==> src/rtl/rtype_sequencer_pkg.sv <==
// Shared constants and types for the R-type instruction sequencer and its decoder.
package rtype_sequencer_pkg;

  localparam logic [6:0] OPCODE_RTYPE = 7'b0110011;

  localparam logic [6:0] F7_BASE = 7'b0000000;
  localparam logic [6:0] F7_ALT  = 7'b0100000;

  localparam logic [3:0] ALU_AND  = 4'b0000;
  localparam logic [3:0] ALU_OR   = 4'b0001;
  localparam logic [3:0] ALU_ADD  = 4'b0010;
  localparam logic [3:0] ALU_XOR  = 4'b0100;
  localparam logic [3:0] ALU_SUB  = 4'b0110;
  localparam logic [3:0] ALU_SLT  = 4'b0111;
  localparam logic [3:0] ALU_SLL  = 4'b1000;
  localparam logic [3:0] ALU_SRL  = 4'b1001;
  localparam logic [3:0] ALU_SRA  = 4'b1010;
  localparam logic [3:0] ALU_SLTU = 4'b1011;

  typedef enum logic [1:0] {
    ST_IDLE   = 2'd0,
    ST_DECODE = 2'd1,
    ST_EXEC   = 2'd2,
    ST_DONE   = 2'd3
  } state_e;

endpackage

==> src/rtl/rtype_decoder.sv <==
// Combinational R-type decode: instruction word to {legal, alu_control}.
module rtype_decoder
  import rtype_sequencer_pkg::*;
(
  input  logic [31:0] instr,
  output logic        legal,
  output logic [3:0]  alu_control
);

  logic [6:0] opcode;
  logic [2:0] funct3;
  logic [6:0] funct7;
  logic       unused_fields;

  assign opcode        = instr[6:0];
  assign funct3        = instr[14:12];
  assign funct7        = instr[31:25];
  assign unused_fields = ^{instr[24:15], instr[11:7]};

  // NOTE: every output gets a default before the case so no latch is inferred.
  always_comb begin
    legal       = 1'b0;
    alu_control = ALU_AND;
    if (opcode == OPCODE_RTYPE) begin
      case ({funct7, funct3})
        {F7_BASE, 3'b000}: begin legal = 1'b1; alu_control = ALU_ADD;  end
        {F7_ALT,  3'b000}: begin legal = 1'b1; alu_control = ALU_SUB;  end
        {F7_BASE, 3'b111}: begin legal = 1'b1; alu_control = ALU_AND;  end
        {F7_BASE, 3'b110}: begin legal = 1'b1; alu_control = ALU_OR;   end
        {F7_BASE, 3'b100}: begin legal = 1'b1; alu_control = ALU_XOR;  end
        {F7_BASE, 3'b010}: begin legal = 1'b1; alu_control = ALU_SLT;  end
        {F7_BASE, 3'b011}: begin legal = 1'b1; alu_control = ALU_SLTU; end
        {F7_BASE, 3'b001}: begin legal = 1'b1; alu_control = ALU_SLL;  end
        {F7_BASE, 3'b101}: begin legal = 1'b1; alu_control = ALU_SRL;  end
        {F7_ALT,  3'b101}: begin legal = 1'b1; alu_control = ALU_SRA;  end
        default:           begin legal = 1'b0; alu_control = ALU_AND;  end
      endcase
    end
  end

endmodule

==> src/rtl/rtype_sequencer.sv <==
// Four-state sequencer that accepts one R-type instruction at a time and drives
// the datapath register addresses, ALU operation and write enable.
module rtype_sequencer
  import rtype_sequencer_pkg::*;
#(
  parameter int COUNT_W = 16
) (
  input  logic               clk,
  input  logic               reset,
  input  logic               instr_valid,
  input  logic [31:0]        instr,
  output logic               instr_ready,
  output logic [4:0]         read_reg1,
  output logic [4:0]         read_reg2,
  output logic [4:0]         write_reg,
  output logic [3:0]         alu_control,
  output logic               write_on_register,
  input  logic               zero_flag,
  output logic               done,
  output logic               done_zero,
  output logic               illegal,
  output logic [COUNT_W-1:0] retired_count
);

  state_e               state_q, state_d;
  logic [31:0]          instr_q, instr_d;
  logic                 illegal_q, illegal_d;
  logic                 done_zero_q, done_zero_d;
  logic [COUNT_W-1:0]   retired_count_q, retired_count_d;

  logic                 dec_legal;
  logic [3:0]           dec_alu;

  rtype_decoder u_decoder (
    .instr       (instr_q),
    .legal       (dec_legal),
    .alu_control (dec_alu)
  );

  always_comb begin
    state_d           = state_q;
    instr_d           = instr_q;
    illegal_d         = illegal_q;
    done_zero_d       = done_zero_q;
    retired_count_d   = retired_count_q;
    instr_ready       = 1'b0;
    read_reg1         = '0;
    read_reg2         = '0;
    write_reg         = '0;
    alu_control       = '0;
    write_on_register = 1'b0;
    done              = 1'b0;
    done_zero         = 1'b0;
    illegal           = 1'b0;

    case (state_q)
      ST_IDLE: begin
        instr_ready = 1'b1;
        if (instr_valid) begin
          instr_d     = instr;
          illegal_d   = 1'b0;
          done_zero_d = 1'b0;
          state_d     = ST_DECODE;
        end
      end
      ST_DECODE: begin
        read_reg1   = instr_q[19:15];
        read_reg2   = instr_q[24:20];
        write_reg   = instr_q[11:7];
        alu_control = dec_alu;
        if (dec_legal) begin
          state_d = ST_EXEC;
        end else begin
          illegal_d = 1'b1;
          state_d   = ST_DONE;
        end
      end
      ST_EXEC: begin
        read_reg1         = instr_q[19:15];
        read_reg2         = instr_q[24:20];
        write_reg         = instr_q[11:7];
        alu_control       = dec_alu;
        // Writes to x0 are architecturally discarded, so never enable them.
        write_on_register = (instr_q[11:7] != 5'd0);
        done_zero_d       = zero_flag;
        state_d           = ST_DONE;
      end
      ST_DONE: begin
        done      = 1'b1;
        done_zero = done_zero_q;
        illegal   = illegal_q;
        if (!illegal_q) begin
          retired_count_d = retired_count_q + 1'b1;
        end
        state_d = ST_IDLE;
      end
      default: state_d = ST_IDLE;
    endcase
  end

  // NOTE: sequential state uses non-blocking assignments only.
  always_ff @(posedge clk or negedge reset) begin
    if (!reset) begin
      state_q         <= ST_IDLE;
      instr_q         <= '0;
      illegal_q       <= 1'b0;
      done_zero_q     <= 1'b0;
      retired_count_q <= '0;
    end else begin
      state_q         <= state_d;
      instr_q         <= instr_d;
      illegal_q       <= illegal_d;
      done_zero_q     <= done_zero_d;
      retired_count_q <= retired_count_d;
    end
  end

  assign retired_count = retired_count_q;

endmodule

==> config.mk <==
export PLATFORM = sky130hd
export DESIGN_NAME = rtype_sequencer
export DESIGN_NICKNAME = d
export VERILOG_FILES = /design/src/rtl/rtype_sequencer_pkg.sv /design/src/rtl/rtype_decoder.sv /design/src/rtl/rtype_sequencer.sv
export SDC_FILE = /design/constraint.sdc
export NUM_CORES = 1
export LEC_CHECK = 0
export BUFFER_PORTS_ARGS = -buffer_cell sky130_fd_sc_hd__buf_2
export CAP_MARGIN = 20
export CORE_MARGIN = 5
export CORE_UTILIZATION = 51
export CTS_CLUSTER_DIAMETER = 100
export DETAILED_ROUTE_END_ITERATION = 8
export PLACE_DENSITY_LB_ADDON = 0.15
export SETUP_SLACK_MARGIN = 0.05
export SLEW_MARGIN = 20
export SYNTH_ARGS = -nofsm -noshare
export SYNTH_HDL_FRONTEND = slang
export SYNTH_SLANG_ARGS = --single-unit
==> constraint.sdc <==
create_clock -name clk -period 2.3 [get_ports clk]
set_clock_uncertainty 0.05 [all_clocks]
set_input_delay 0.46 -clock clk [delete_from_list [all_inputs] [get_ports clk]]
set_output_delay 0.46 -clock clk [all_outputs]
set_load 0.1 [all_outputs]
==> flow_summary.toml <==
[run_status]
status = "finished, violations left"
violations = "setup timing"

[grt]
grt_first_pass_wirelength_um = 8450
grt_util_met2_pct = 28.8
antenna_found_initial = 0
grt_max_degree = 32
met1_usage_pct = 21.0
grt_pass1_vias = 1824
grt.overflow.total = 0
grt_busiest_layer = "met2"
grt_use_total_pct = 17.3
use_met3_pct = 6.01

[floorplan]
core_um2 = 4660
die_area_um2 = 6240
fp.dieH_um = 79.0
ios = 76
start_util_pct = 52.1
std_cell_rows = 25
die_x_um = 79.0

[route]
drtAntennaViolNets = 0
drt-total-wl_um = 5230
avgViaCountPerCell = 5.32
drt_iter0_markers = 86
drc_errors = 0
firstDrtPassIters = 4
vias = 1793
wire_per_inst_um = 15.5

[clock_network]
cts_buffers = 5
cts_root_buf = "clkbuf_8"
cts_tree = "done"
insertion_delay_ps = 300
h-tree-depth = 2
clk_pin_slew_ps = 90
cts_hold_buf = 0
cts_max_path_buffers = 2
cts_sinks = 52

[worst_hold_path]
hp-class = "in -> async"

[yosys]
async_flop_share_pct = 100
avgSynthCellArea_um2 = 12.3
synth_area_leaders = "dfrtp_1, mux2_2, and2_1"
synth_top_flop_cell = "dfrtp_1"
synth_edf_count = 0
yosysWarnings = 0
synth_top_area_share_pct = 53.6
synth_seq_cells = 52
synthCells = 197
synth_top_area_cell = "dfrtp_1"
synthesis.area_um2 = 2430
seq_area_frac_synth_pct = 53.6
synthDistinctLibCells = 35
synth_nets = 238

[critical_path]
worst-path-buf-inv = 1
critPathLaunchType = "flop"
critical_path.max_fanout = 4
crit_chain = "nor4bb_1 -> and4_2 -> nand2_4 -> nor3_4 -> buf_12"
critPathCaptureType = "output pin"
cp_slowest_cell = "dfrtp_1"
cp_slowest_stage_delay_ps = 380
critPathArrivalTime_ps = 1810
cp_top_family = "simple AND/OR/NAND/NOR gates"
worstSetupPathType = "reg -> out"
worstPathRequired_ps = 1790

[sta]
fmax_ghz = 0.431
worstMarginPinSlew_ps = 508
min_period_over_period_pct = 101
setup_viol = 2
setup_ws_ps = -21.4
finalMaxSlewViolations = 0
hold_violations = 0
maxSlewHeadroom_pct = 66.1
period_needed_ps = 2320
rsz0062_at_grt = "true"

[finish]
final_cells = 337
nets = 324
num_antenna_cells = 0
layout-drive-gt1-share_pct = 53.0
area.growth.synth_to_final_pct = 33.6
final_area_um2 = 3240
final_util_pct = 69.6

[place]
dp.cells = 323
io_buffers = 75
hpwl_um = 3870
place.gp.congestion = 0.794
place_area_um2 = 3000

[flow_run]
maxCapViolCount = 0
## registers in the layout (all words and copies together), names as in the netlist
register / count
done_zero_q: 1
illegal_q: 1
instr_q: 32
retired_count: 16
state_q: 2
## worst paths after layout
path / slack, ps / startpoint / cells after the start / to
worst max-delay path: -20 / instr_q[2] / 5 / alu_control[0]
worst min-delay path: 70 / reset / 1 / retired_count[10]
worst max register to register: 570 / state_q[0] / 7 / retired_count[15]
worst min register to register: 430 / retired_count[15] / 1 / retired_count[15]
max in group asynchronous: 1590 / reset / 2 / instr_q[23]
min in group clk: 340 / instr[11] / 2 / instr_q[11]
## kinds of logic (layout without fill, tap and decap cells)
kind of cell,after synthesis,count (layout),synth area share (%)
AO/OA/AOI/OAI,12,12,2.99
XOR/XNOR,18,18,6.49
adder cells (fa/ha/maj),5,5,2.58
buffers and inverters,10,96,1.70
flip-flops,52,52,53.6
multiplexers,35,35,16.1
AND/OR/NAND/NOR,65,65,16.5
## layout by cell type (no fill, tap or decap), types with 2 or more instances in the layout
cell type  instances
ha_1               3
and4_2             2
mux2_2            33
inv_1              4
nor2_4             2
and2_1             6
o21a_1             2
o21ai_0            6
buf_2             53
nand3_1            6
buf_4             14
nor3_4             2
dfrtp_1           52
buf_12             6
and2_2            11
nand4_1            3
nor2b_1            2
xnor2_1           10
mux2i_1            2
buf_6              9
a21oi_1            2
clkbuf_8           5
clkbuf_4           3
nor2_1            10
xor2_1             8
nand2_1            8
## per-layer routing
layer / wire length (um) / vias to the layer above
met4: 64 / 0
met1: 2200 / 881
met5: 0 / -
met2: 2600 / 59
li1: - / 847
met3: 359 / 6
## synth_stat cells, drive strengths merged, types with 3 or more instances
cell,count
o21ai,6
nand4,4
and2,17
nand3,6
ha,5
xnor2,10
dfrtp,52
nor2,12
mux2,33
xor2,8
nand2,9
clkbuf,3
buf,3
inv,4
## timing repair
item | CTS | global route
setup buffers | 0 | 7
setup endpoints to repair | 19 | 20
pin swaps | 7 | 1
resized for setup | 19 | 17
## cell type report
type	instances	area [um^2]
Tap cell	54	67.6
Sequential cell	52	1300
Fill cell	364	1420
Timing Repair Buffer	85	614
Clock buffer	6	72.6
Inverter	4	15.0
Multi-Input combinational cell	135	1170
Clock inverter	1	5.00
## stage by stage
stage	setup TNS, ps	hold slack (ps)	setup slack (ps)
global placement	0	407	276
floorplan	0	114	13.3
detailed placement	0	410	224
finish	-33.4	66.8	-21.4
global route	-190	87.4	-97.7
CTS	-56.8	80.9	-35.7
Power is left out: the tool's default activity adds up to more than one toggle a clock period on the data nets, which glitch-free logic cannot reach.
